## src/rtl/sram_arb_pkg.sv

```systemverilog
// rtl/sram_arb_pkg.sv - SRAM arbiter constants, request struct and round-robin pick helper
package sram_arb_pkg;

   localparam int SRAM_ADDR_W = 11;
   localparam int SRAM_DATA_W = 64;
   localparam int RR_MAX_REQ  = 8;

   typedef struct packed {
      logic                   we;
      logic [SRAM_ADDR_W-1:0] addr;
      logic [SRAM_DATA_W-1:0] wdata;
   } sram_req_t;

   typedef struct packed {
      logic [2:0] idx;
      logic       found;
   } rr_pick_t;

   // Walk offsets from the highest down so the smallest offset from ptr with a
   // pending request is the last one written, i.e. the winner.
   function automatic rr_pick_t rr_pick(input logic [7:0] req, input logic [2:0] ptr, input int n);
      rr_pick_t   res;
      logic [2:0] j;
      res = '0;
      for (int i = RR_MAX_REQ - 1; i >= 0; i--) begin
         if (i < n) begin
            j = 3'((int'(ptr) + i) % n);
            if (req[j]) begin
               res.idx   = j;
               res.found = 1'b1;
            end
         end
      end
      return res;
   endfunction

endpackage

```

## src/rtl/sram_rr_arbiter_if.sv

```systemverilog
// rtl/sram_rr_arbiter_if.sv - requester-side bus of the SRAM round-robin arbiter
interface sram_rr_arbiter_if
   import sram_arb_pkg::*;
#(
   parameter int NUM_REQ = 4,
   parameter int ADDR_W  = SRAM_ADDR_W,
   parameter int DATA_W  = SRAM_DATA_W
);
   logic [NUM_REQ-1:0]        req_i;
   logic [NUM_REQ-1:0]        we_i;
   logic [NUM_REQ*ADDR_W-1:0] addr_i;
   logic [NUM_REQ*DATA_W-1:0] wdata_i;
   logic [NUM_REQ-1:0]        gnt_o;
   logic [NUM_REQ-1:0]        rvalid_o;
   logic [DATA_W-1:0]         rdata_o;

   modport master (
      output req_i, we_i, addr_i, wdata_i,
      input  gnt_o, rvalid_o, rdata_o
   );

   modport slave (
      input  req_i, we_i, addr_i, wdata_i,
      output gnt_o, rvalid_o, rdata_o
   );
endinterface

```

## src/rtl/rr_priority_pick.sv

```systemverilog
// rtl/rr_priority_pick.sv - combinational rotate-and-leading-one round-robin search
module rr_priority_pick
   import sram_arb_pkg::*;
#(
   parameter int N  = 4,
   parameter int IW = (N > 1) ? $clog2(N) : 1
) (
   input  logic [N-1:0]  req,
   input  logic [IW-1:0] ptr,
   output logic [IW-1:0] idx,
   output logic          found
);
   rr_pick_t res;

   // First requester at or after ptr, wrapping, wins
   always_comb begin
      res   = rr_pick(8'(req), 3'(ptr), N);
      idx   = IW'(res.idx);
      found = res.found;
   end
endmodule

```

## src/rtl/sram_rr_arbiter.sv

```systemverilog
// rtl/sram_rr_arbiter.sv - round-robin arbiter for one single-port SRAM; SRAM_ARB_RDATA_REG_EN adds a read output stage
module sram_rr_arbiter
   import sram_arb_pkg::*;
#(
   parameter int  NUM_REQ = 4,
   parameter int  ADDR_W  = SRAM_ADDR_W,
   parameter int  DATA_W  = SRAM_DATA_W,
   localparam int IDX_W   = (NUM_REQ > 1) ? $clog2(NUM_REQ) : 1
) (
   input  logic              clk_i,
   input  logic              rst_ni,
   sram_rr_arbiter_if.slave  bus,
   output logic              sram_ceb_o,
   output logic              sram_web_o,
   output logic [ADDR_W-1:0] sram_a_o,
   output logic [DATA_W-1:0] sram_d_o,
   input  logic [DATA_W-1:0] sram_q_i
);
   logic [IDX_W-1:0]   ptr_q;
   logic [IDX_W-1:0]   win_idx;
   logic               win_found;
   logic               grant;
   logic               rd_grant;
   logic               tag_vld_q;
   logic [IDX_W-1:0]   tag_idx_q;
   logic [NUM_REQ-1:0] rvalid_c;

   rr_priority_pick #(
      .N  (NUM_REQ),
      .IW (IDX_W)
   ) u_pick (
      .req   (bus.req_i),
      .ptr   (ptr_q),
      .idx   (win_idx),
      .found (win_found)
   );

   // Grant and SRAM drive follow the winner; everything idles while in reset
   always_comb begin
      grant      = win_found & rst_ni;
      rd_grant   = grant & ~bus.we_i[win_idx];
      bus.gnt_o  = '0;
      if (grant) begin
         bus.gnt_o[win_idx] = 1'b1;
      end
      sram_ceb_o = ~grant;
      sram_web_o = ~(grant & bus.we_i[win_idx]);
      sram_a_o   = bus.addr_i[win_idx*ADDR_W +: ADDR_W];
      sram_d_o   = bus.wdata_i[win_idx*DATA_W +: DATA_W];
   end

   // Pointer moves just past the winner; tag records who owns next cycle's Q
   always_ff @(posedge clk_i or negedge rst_ni) begin
      if (!rst_ni) begin
         ptr_q     <= '0;
         tag_vld_q <= 1'b0;
         tag_idx_q <= '0;
      end else begin
         tag_vld_q <= rd_grant;
         if (grant) begin
            ptr_q <= (win_idx == IDX_W'(NUM_REQ - 1)) ? '0 : win_idx + 1'b1;
         end
         if (rd_grant) begin
            tag_idx_q <= win_idx;
         end
      end
   end

   // One-hot read-valid steered to the requester that issued the read
   always_comb begin
      rvalid_c = '0;
      if (tag_vld_q) begin
         rvalid_c[tag_idx_q] = 1'b1;
      end
   end

`ifdef SRAM_ARB_RDATA_REG_EN
   logic [NUM_REQ-1:0] rvalid_q;
   logic [DATA_W-1:0]  rdata_q;

   // Extra output stage: read latency becomes two cycles, throughput unchanged
   always_ff @(posedge clk_i or negedge rst_ni) begin
      if (!rst_ni) begin
         rvalid_q <= '0;
         rdata_q  <= '0;
      end else begin
         rvalid_q <= rvalid_c;
         rdata_q  <= sram_q_i;
      end
   end

   assign bus.rvalid_o = rvalid_q;
   assign bus.rdata_o  = rdata_q;
`else
   assign bus.rvalid_o = rvalid_c;
   assign bus.rdata_o  = sram_q_i;
`endif
endmodule

```

## src/flat_wrapper.sv

```systemverilog
// flat-port wrapper written by rule: the top's interface ports become plain ports
module sram_rr_arbiter_flat import sram_arb_pkg::*;
#(
   parameter int  NUM_REQ = 4,
   parameter int  ADDR_W  = SRAM_ADDR_W,
   parameter int  DATA_W  = SRAM_DATA_W,
   localparam int IDX_W   = (NUM_REQ > 1) ? $clog2(NUM_REQ) : 1
)
  (clk_i, rst_ni, sram_ceb_o, sram_web_o, sram_a_o, sram_d_o, sram_q_i, bus_req_i, bus_we_i, bus_addr_i, bus_wdata_i, bus_gnt_o, bus_rvalid_o, bus_rdata_o);
  sram_rr_arbiter_if #(.NUM_REQ(NUM_REQ), .ADDR_W(ADDR_W), .DATA_W(DATA_W)) bus_i ();
  input  logic clk_i;
  input  logic rst_ni;
  output logic sram_ceb_o;
  output logic sram_web_o;
  output logic [ADDR_W-1:0] sram_a_o;
  output logic [DATA_W-1:0] sram_d_o;
  input  logic [DATA_W-1:0] sram_q_i;
  input wire logic [$bits(bus_i.req_i)-1:0] bus_req_i;
  input wire logic [$bits(bus_i.we_i)-1:0] bus_we_i;
  input wire logic [$bits(bus_i.addr_i)-1:0] bus_addr_i;
  input wire logic [$bits(bus_i.wdata_i)-1:0] bus_wdata_i;
  output wire logic [$bits(bus_i.gnt_o)-1:0] bus_gnt_o;
  output wire logic [$bits(bus_i.rvalid_o)-1:0] bus_rvalid_o;
  output wire logic [$bits(bus_i.rdata_o)-1:0] bus_rdata_o;
  assign bus_i.req_i = bus_req_i;
  assign bus_i.we_i = bus_we_i;
  assign bus_i.addr_i = bus_addr_i;
  assign bus_i.wdata_i = bus_wdata_i;
  assign bus_gnt_o = bus_i.gnt_o;
  assign bus_rvalid_o = bus_i.rvalid_o;
  assign bus_rdata_o = bus_i.rdata_o;
  sram_rr_arbiter #(.NUM_REQ(NUM_REQ), .ADDR_W(ADDR_W), .DATA_W(DATA_W)) u_core (.clk_i(clk_i), .rst_ni(rst_ni), .bus(bus_i), .sram_ceb_o(sram_ceb_o), .sram_web_o(sram_web_o), .sram_a_o(sram_a_o), .sram_d_o(sram_d_o), .sram_q_i(sram_q_i));
endmodule
```

## config.mk

```make
export PLATFORM = sky130hd
export DESIGN_NAME = sram_rr_arbiter_flat
export DESIGN_NICKNAME = d
export VERILOG_FILES = /design/src/rtl/sram_arb_pkg.sv /design/src/rtl/sram_rr_arbiter_if.sv /design/src/rtl/rr_priority_pick.sv /design/src/rtl/sram_rr_arbiter.sv /design/src/flat_wrapper.sv
export SDC_FILE = /design/constraint.sdc
export NUM_CORES = 1
export LEC_CHECK = 0
export CORE_AREA = 2 2 205 207
export DETAILED_ROUTE_END_ITERATION = 8
export DIE_AREA = 0 0 207 209
export PLACE_DENSITY_LB_ADDON = 0.3
export SLEW_MARGIN = 20
export SYNTH_ARGS = -nofsm -noshare
export SYNTH_HDL_FRONTEND = slang
export SYNTH_SLANG_ARGS = --single-unit
```

## constraint.sdc

```tcl
create_clock -name clk_i -period 3.8 [get_ports clk_i]
set_clock_uncertainty 0.2 [all_clocks]
set_input_delay 0.57 -clock clk_i [delete_from_list [all_inputs] [get_ports clk_i]]
set_output_delay 0.57 -clock clk_i [all_outputs]
set_load 0.05 [all_outputs]
```

# After elaboration in Yosys (flattened, before gate mapping)
# Index checks and enable logic that the tools add are counted.
# word_totals
out_inout_bits	149
input_bits	374
regBits	5
# classes
multipliers	1
mux	21
reduce_logical	5
eq_ne	1
shift	2
n_addsub	4
n_lt_le_gt_ge	8
bitwise_logic	9
# ops
operator	n
$shiftx A256 B9 Y64	1
$shiftx A44 B7 Y11	1
$lt A3 B4 Y1 const B	3
$mux W3	4
$bmux W1 S3	3
$mux W4	2
$mux W1	7
$lt A2 B3 Y1 const B	2
$mul A2 B4 Y6 const B	1
$reduce_or A2 Y1	3
$add A2 B1 Y2 const B	2
$add A2 B2 Y2 const B	2
$bmux W1 S2	2
$demux W1 S2	2
$ge A2 B1 Y1 const B	2
$lt A2 B4 Y1 const B	1
$and A1 B1 Y1	3
$and A1 B1 Y1 const A	3
$not A1 Y1	3
$eq A2 B2 Y1 const B	1
$logic_and A1 B1 Y1	2
$mux W2	1

# Logic depth before layout (Yosys ltp)
# Gate-level depths: netlist of run 1.
# depth
word_depth	14
ltp_mapped	9
mapped_depth_nobuf	7

# Hierarchy
# Synthesis of run 1 repeated with hierarchy kept, for this count alone.
# hier_totals
hier_cells	203
area_unflattened_um2	2710.1
# by_module_without_submodules
module	area_each_um2	cells_each	n_inst
sram_rr_arbiter	2632.5	190	1
rr_priority_pick	77.6	13	1

# Worst setup path before layout of run 1
# Ideal clock, no wire load.
# synth_path
path_type	input to output
startpoint	input bus_req_i[0]
endpoint	output sram_a_o[0]
arrival_ns	2.571
setup_slack_ns	0.459
stages	8
n_path_buf	2
cell_sequence	nand2_1 > and3_1 > o32a_1 > inv_2 > buf_2 > clkbuf_1 > nand2_1 > a31oi_1
# synth_via
elab_chain_len	8
elab_cells_between_ends	14
# synth_lines
element	line_no	rtl
start, declared	flat_wrapper.sv:18	input wire logic [$bits(bus_i.req_i)-1:0] bus_req_i;
$bmux W1 S3	sram_arb_pkg.sv:28	if (req[j]) begin
$mux W1 (implied by the code)	sram_arb_pkg.sv:28	
$mux W3 (3 in series)	sram_arb_pkg.sv:28	
$mux W3 *	sram_arb_pkg.sv:28	
$mul A2 B4 Y6 *	sram_rr_arbiter.sv:48	sram_a_o = bus.addr_i[win_idx*ADDR_W +: ADDR_W];
$shiftx A44 B7 Y11 *	sram_rr_arbiter.sv:48	
end, declared	flat_wrapper.sv:15	output logic [ADDR_W-1:0] sram_a_o;
# Every way passes the cells marked *; elsewhere a longest branch is shown, timed or not. The select of a mux whose other input is x is not followed.

# Final worst setup path of run 1
# layout_path
startpoint	input bus_req_i[0]
endpoint	output sram_d_o[44]
# layout_via
elab_chain_len	7
elab_cells_between_ends	13
# layout_lines
element	line_no	rtl
$bmux W1 S3	sram_arb_pkg.sv:28	
$mux W1 (implied by the code)	sram_arb_pkg.sv:28	
$mux W3 (3 in series)	sram_arb_pkg.sv:28	
$mux W3 *	sram_arb_pkg.sv:28	
$shiftx A256 B9 Y64 *	sram_rr_arbiter.sv:49	sram_d_o = bus.wdata_i[win_idx*DATA_W +: DATA_W];
end, declared	flat_wrapper.sv:16	output logic [DATA_W-1:0] sram_d_o;
# Marked as above.

==> key figures, run 1 <==
Outcome
  • Status: finished clean

Route
  • Final wirelength: between 20 and 25 mm
  • DR vias: ~5200
  • Number of DRC markers in iteration 0: roughly 180
  • DRC: 0
  • Vias per cell: around 3.6
  • DR pass1 iterations: 6
  • Wire length per cell: between 15 and 20 um
  • Final ANT Viol Nets: 0

Worst setup path
  • RR Endpoint: u_core.tag_idx_q[1]$_DFFE_PN0P_
  • Critical path's slowest cell: clkdlybuf4s50_1
  • CP top delay family: buffers and inverters
  • Crit-path max FO: 63
  • Required @ worst endpoint: slightly above 3000 ps
  • Worst setup EP type: output pin
  • Crit path to: sram_d_o[44]
  • R2R Setup Slk: around 1400 ps
  • CP max stage delay: around 470 ps
  • Crit. path cell count: 10
  • Critical path type: input port to output pin
  • Worst setup startpoint: bus_req_i[0]
  • CP Launch Type: input port
  • CP Cell Sequence: clkdlybuf4s50_1, nor2b_1, nor2_1, o32a_2, buf_4, buf_12, nand2_1, and3_1, a31oi_1, buf_12
  • R2R cell count: 7
  • Reg2reg start: u_core.ptr_q[1]$_DFFE_PN0P_
  • CP Buf/Inv Count: 4
  • WP data arrival: slightly below 3000 ps
  • Most used cell, CP: buf_12

STA
  • Final setup viols: 0
  • Final worst-path cycle share: 0.973
  • FMAX: about 0.27 GHz
  • Unrepaired setup endpoints after global routing: no
  • Least-Margin Pin Slew: approximately 540 ps
  • Setup TNS: 0 ps
  • Final Max Slew Viols: 0
  • Final min period: approximately 3700 ps
  • Slew HR: 0.640
  • Final Hold Viols: 0

Floorplanning
  • # IOs: 523
  • Initial Util: 0.0771
  • Die ar.: 43300 um^2
  • Rows: 75
  • Die Height: between 200 and 250 um
  • Core area: about 41000 um^2
  • DIE WIDTH: 207 um

Logic synthesis
  • Yosys warns: 0
  • Synth top area share: 0.362
  • Library cells used by synthesis: 28
  • Ranking of synthesized cells by area: nand2_1 (36%), and3_1 (15%), buf_4 (15%)
  • Mean Syn Cell Area: roughly 5.2 um^2
  • Mapped Nets: 989
  • FF+latch count, synth: 5
  • Post-Syn Area: around 3200 um^2
  • Biggest area consumer among synthesized cells: nand2_1
  • Register area share after synthesis: 0.0393
  • Cells after Synth: approximately 610

Cells and area
  • Final non-filler cell total: around 1500
  • Layout cells sized above 1: 0.121
  • Final nets: roughly 1300
  • Post-route cell area: 8190 um^2
  • Area grow syn2layout: 157%

Clocking
  • H-tree lvl count: 1
  • CTS tree: built
  • Clk_lat worst skew: 230 ps
  • CTS sink count: 5
  • CTS buffer count: 3
  • Clock buffer depth: 2
  • Postcts setup bufs: 0
  • CTS root buffer: clkbuf_16
  • Hold-fix buffers, CTS: 0
  • Clock transition at path regs: 30 ps

Pwr
  • Leakage dissipation: between 3 and 4 nW
  • Comb power frac: 0.953
  • Psw: around 0.0032 W
  • Worst vdd ir: around 0.27 mV
  • Pwr per Cell Area: approximately 710 nW/um^2
  • Reg power frac: 0.017
  • Total Power Consumption: between 0.005 and 0.006 W
  • Sw Share: 0.545
  • Internal cell power: 0.00265 W
  • Clock power share: 0.030

Global routing
  • Vias in the first global route: 5287
  • Largest net degree at the start of global routing: 71
  • Remaining Overflow, GRT: 0
  • First-pass GRT wire length: ~32 mm
  • Total GRT Usage: 0.0939
  • Initial antenna violation count: 1

Placement
  • Buffers added on ports: 394
  • Final HPWL DP: 17.8 mm
  • GP Congestion: approximately 0.81
  • Placed Instance Area: roughly 8100 um^2
  • Placed cells: between 1000 and 1500

Min path
  • Hold depth: 1
  • Hold Path Class: flop to flop

Run
  • # Max-Cap Violations: 0
## routing by layer
| metal | up-vias | wire length, um | track usage |
|---|---|---|---|
| met1 | 2301 | 8970 | 0.112 |
| met2 | 254 | 10500 | 0.162 |
| li1 | 2577 | - | - |
| met3 | 40 | 1920 | 0.0308 |
| met4 | 2 | 509 | 0.0227 |
| met5 | - | 8 | 0 |
## power groups by stage
stage          sequential [W]  clock [W]  combinational (W)
6_report             0.000101   0.000174            0.00555
5_1_grt              0.000108   0.000180            0.00584
4_1_cts              0.000101   0.000177            0.00563
3_5_place_dp         0.000101          0            0.00560
3_3_place_gp         0.000100          0            0.00560
2_1_floorplan       0.0000937          0            0.00298
## layout make-up
class	instances	area (um^2)
Fill cell	4706	33100
Multi-Input combinational cell	488	2380
Antenna cell	3	7.51
Timing Repair Buffer	411	4900
Clock buffer	3	75.1
Tap cell	539	674
Inverter	4	17.5
Sequential cell	5	125
Clock inverter	1	5.00
## cell usage after synthesis, drive strengths merged
cell,n
nor2,4
mux2i,1
a21oi,1
and3,77
and3b,1
o21ai,1
o221a,1
o41a,1
o21a,1
nor2b,3
nand2,307
a2bb2oi,1
clkbuf,38
a31oi,75
o2bb2ai,1
dfrtp,5
ha,4
mux2,2
o211ai,1
and2,4
inv,4
nor3b,1
o32a,1
buf,76
## state kept, by name, summed over array words and instances, names as in the netlist
signal,flops
u_core.ptr_q,2
u_core.tag_idx_q,2
u_core.tag_vld_q,1
## worst reg2reg max path, stage by stage (launching register included)
cell and delay (ps):
dfrtp_1 410, nand2_1 80, and3_1 180, o32a_2 350
buf_4 230, mux2i_2 330, o2bb2ai_4 160, mux2_2 340
## repair_timing
item	4_1_cts	5_1_grt
endpoints found under the setup margin	0	3
resized for setup	0	2
hold endpoints to repair	0	0
## cells by family after synthesis
logic type,synth area share
AOI/OAI and AO/OA,0.177
adders and majority gates,0.0157
buffers and inverters,0.219
DFF,0.0393
muxes,0.0126
and+or+nand+nor,0.537
## stage by stage
step / utilization / setup slack [ps] / hold WS, ps
CTS: 0.198 / 103 / 338
finish: 0.198 / 101 / 336
floorplan: - / 459 / 74.4
detailed placement: 0.196 / 116 / 327
global placement: 0.196 / 110 / 314
global route: 0.198 / 1.85 / 365
## placed cells by master (no fill, tap or decap), types with 3 or more instances in the layout
cell / synthesis / final
and2_1: 4 / 4
nor2b_1: 3 / 3
and3_1: 77 / 77
clkdlybuf4s50_1: 0 / 314
ha_1: 4 / 4
buf_4: 64 / 15
nand2_1: 307 / 307
buf_12: 0 / 81
a31oi_1: 75 / 74
dfrtp_1: 5 / 5
nor2_1: 4 / 4
diode_2: 0 / 3
clkbuf_16: 0 / 3
## worst min-delay path by stage
stage,start,endpoint
2_1_floorplan,rst_ni,u_core.ptr_q[0]$_DFFE_PN0P_
3_3_place_gp,u_core.ptr_q[0]$_DFFE_PN0P_,u_core.ptr_q[0]$_DFFE_PN0P_
3_5_place_dp,u_core.ptr_q[0]$_DFFE_PN0P_,u_core.ptr_q[0]$_DFFE_PN0P_
4_1_cts,u_core.ptr_q[0]$_DFFE_PN0P_,u_core.ptr_q[0]$_DFFE_PN0P_
5_1_grt,u_core.ptr_q[0]$_DFFE_PN0P_,u_core.ptr_q[0]$_DFFE_PN0P_
6_report,u_core.ptr_q[0]$_DFFE_PN0P_,u_core.ptr_q[0]$_DFFE_PN0P_
Power figures use the tool's default switching activity.
==> run 2: changes to the inputs <==
Settings changed: CORE_AREA 2 2 205 207 to 2 2 204 206, CTS_CLUSTER_SIZE set to 14, DIE_AREA 0 0 207 209 to 0 0 206 208.
Clock period 3.8 ns to 4.2 ns, I/O delays scaled along.
==> key figures, run 2 (synthesis gave the netlist of run 1 again) <==
Outcome
  • Status: finished clean

Global routing
  • Largest net degree at the start of global routing: 80 (+13%)
  • First-pass GRT wire length: 30.2 mm (-5.3%)
  • Initial antenna violation count: 0 (-1)
  • Total GRT Usage: 0.0899 (-0.00396)
  • Remaining Overflow, GRT: 0 (unchanged)
  • Vias in the first global route: 5180 (-2.0%)

Clocking
  • CTS sink count: 5 (unchanged)
  • # resized after CTS: 0 (unchanged)
  • CTS root buffer: clkbuf_16
  • Hold-fix buffers, CTS: 0 (unchanged)
  • CTS tree: built
  • Clock buffer depth: 2 (unchanged)
  • Clk_lat worst skew: 230 ps (about the same)
  • Clock transition at path regs: 30 ps (about the same)
  • Postcts setup bufs: 0 (unchanged)
  • H-tree lvl count: 1 (unchanged)
  • CTS buffer count: 3 (unchanged)

Floorplanning
  • # IOs: 523 (unchanged)
  • Rows: 74 (-1.3%)
  • Core area: 40600 um^2 (-1.8%)
  • Initial Util: 0.0785 (+0.00140)
  • Die ar.: 42800 um^2 (-0.96%)
  • Die Height: 208 um (-0.48%)
  • DIE WIDTH: 206 um (-0.48%)

Route
  • DR pass1 iterations: 4 (-2)
  • Vias per cell: 3.61 (+1.5%)
  • DRC: 0 (unchanged)
  • Number of DRC markers in iteration 0: 190 (+4.4%)
  • Wire length per cell: 14.6 um (-3.2%)
  • Final ANT Viol Nets: 0 (unchanged)
  • DR vias: 5214 (+0.77%)
  • Final wirelength: 21.1 mm (-3.9%)

Worst setup path
  • Critical path type: input port to output pin
  • Reg2reg start: u_core.ptr_q[1]$_DFFE_PN0P_
  • CP Launch Type: input port
  • R2R Setup Slk: 1820 ps (+420 ps)
  • RR Endpoint: u_core.tag_idx_q[1]$_DFFE_PN0P_
  • Required @ worst endpoint: 3370 ps (+340 ps)
  • WP data arrival: 3000 ps (+70 ps)
  • R2R cell count: 7 (unchanged)
  • Worst setup EP type: output pin
  • Crit-path max FO: 52 (-17%)

Cells and area
  • Biggest regs: u_core.ptr_q: 2 flops, u_core.tag_idx_q: 2 flops, u_core.tag_vld_q: 1 flops
  • Layout cells sized above 1: 0.118 (-0.00219)
  • Final nets: 1291 (unchanged)
  • Post-route cell area: 8210 um^2 (+0.23%)
  • Commonest cells after routing, fill and taps aside: clkdlybuf4s50_1 (314), nand2_1 (307), buf_12 (86)
  • Antenna Cells: 0 (-3)
  • Area grow syn2layout: 158%
  • Commonest non-fill, non-tap cell in the layout: clkdlybuf4s50_1

Placement
  • Buffers added on ports: 394 (unchanged)
  • Placed Instance Area: 8130 um^2 (+0.51%)
  • Final HPWL DP: 17.0 mm (-4.6%)
  • GP Congestion: 0.804 (-0.27%)

STA
  • Slew HR: 0.600 (-0.0399)
  • Final min period: 3830 ps
  • Final setup viols: 0 (unchanged)
  • FMAX: ~0.26 GHz
  • Final Max Slew Viols: 0 (unchanged)
  • Least-Margin Pin Slew: 600 ps (+59.8 ps)
  • Unrepaired setup endpoints after global routing: no
  • Final worst-path cycle share: 0.913
  • Setup TNS: 0 ps (unchanged)
  • Final Hold Viols: 0 (unchanged)

Min path
  • Hold depth: 1 (unchanged)
  • WHS Endpoint: u_core.ptr_q[0]$_DFFE_PN0P_
  • Worst hold start: u_core.ptr_q[0]$_DFFE_PN0P_
  • Hold Path Class: flop to flop

Pwr
  • Leakage dissipation: 3.45 nW (+0.34%)
  • Worst vdd ir: 0.257 mV (-5.5%)
  • Pwr per Cell Area: 647 nW/um^2 (-9.1%)

Run
  • # Max-Cap Violations: 0 (unchanged)
-- run 2: changes by cell type in the layout (fill, tap and decap cells not counted), sizes merged --
cell    before  now
clkbuf       3    4
diode        3    0
clkinv       1    0
-- run 2: how the worst max path moves through the flow --
stage / startpoint / endpoint / slack, ps / cells past startpoint
2_1_floorplan: bus_req_i[0] / sram_a_o[0] / 740 / 8
3_3_place_gp: bus_req_i[1] / sram_d_o[55] / 370 / 11
3_5_place_dp: bus_req_i[1] / sram_d_o[57] / 370 / 11
4_1_cts: bus_req_i[1] / sram_d_o[57] / 360 / 11
5_1_grt: bus_req_i[0] / sram_d_o[63] / 230 / 10
6_report: bus_req_i[1] / sram_d_o[27] / 370 / 11
-- run 2: per-stage QoR --
stage,hold slack (ps),instances,worst slack (ps),power [W],utilization
6_report,338,1444,366,0.00531,0.202
2_1_floorplan,134,611,739,0.00278,-
4_1_cts,349,1444,355,0.00537,0.202
5_1_grt,352,1444,226,0.00559,0.202
3_3_place_gp,309,1440,374,0.00521,0.200
3_5_place_dp,311,1440,366,0.00520,0.200
-- run 2: final cells by class --
class / instances / area (um^2)
fillers: 4554 / 32300
repair buffers: 411 / 4950
multi-input cells: 488 / 2370
well taps: 532 / 666
flip-flops and latches: 5 / 125
clock buffers: 4 / 78.8
inverters: 4 / 17.5
-- run 2: report_power, final --
group / internal [W] / switching (W) / leakage, nW
logic: 0.00225 / 0.00281 / 3.35
clock network: 0.000126 / 0.0000330 / 0.0382
registers: 0.0000688 / 0.0000221 / 0.0603
total: 0.00244 / 0.00287 / 3.45
-- run 2: per-layer routing --
metal / vias to the layer above / track usage / wire length, um
met2: 243 / 0.167 / 10600
met1: 2356 / 0.100 / 8030
met3: 43 / 0.0213 / 1880
li1: 2572 / - / -
met4: 0 / 0.0266 / 597
met5: - / 0 / 0
-- run 2: critical path: stages --
cell and delay, ps:
clkdlybuf4s50_1 530, inv_1 70, and3_1 160, o32a_2 360, inv_4 90, buf_12 220
buf_4 210, nand2_1 50, and3_1 170, a31oi_1 250, buf_12 180
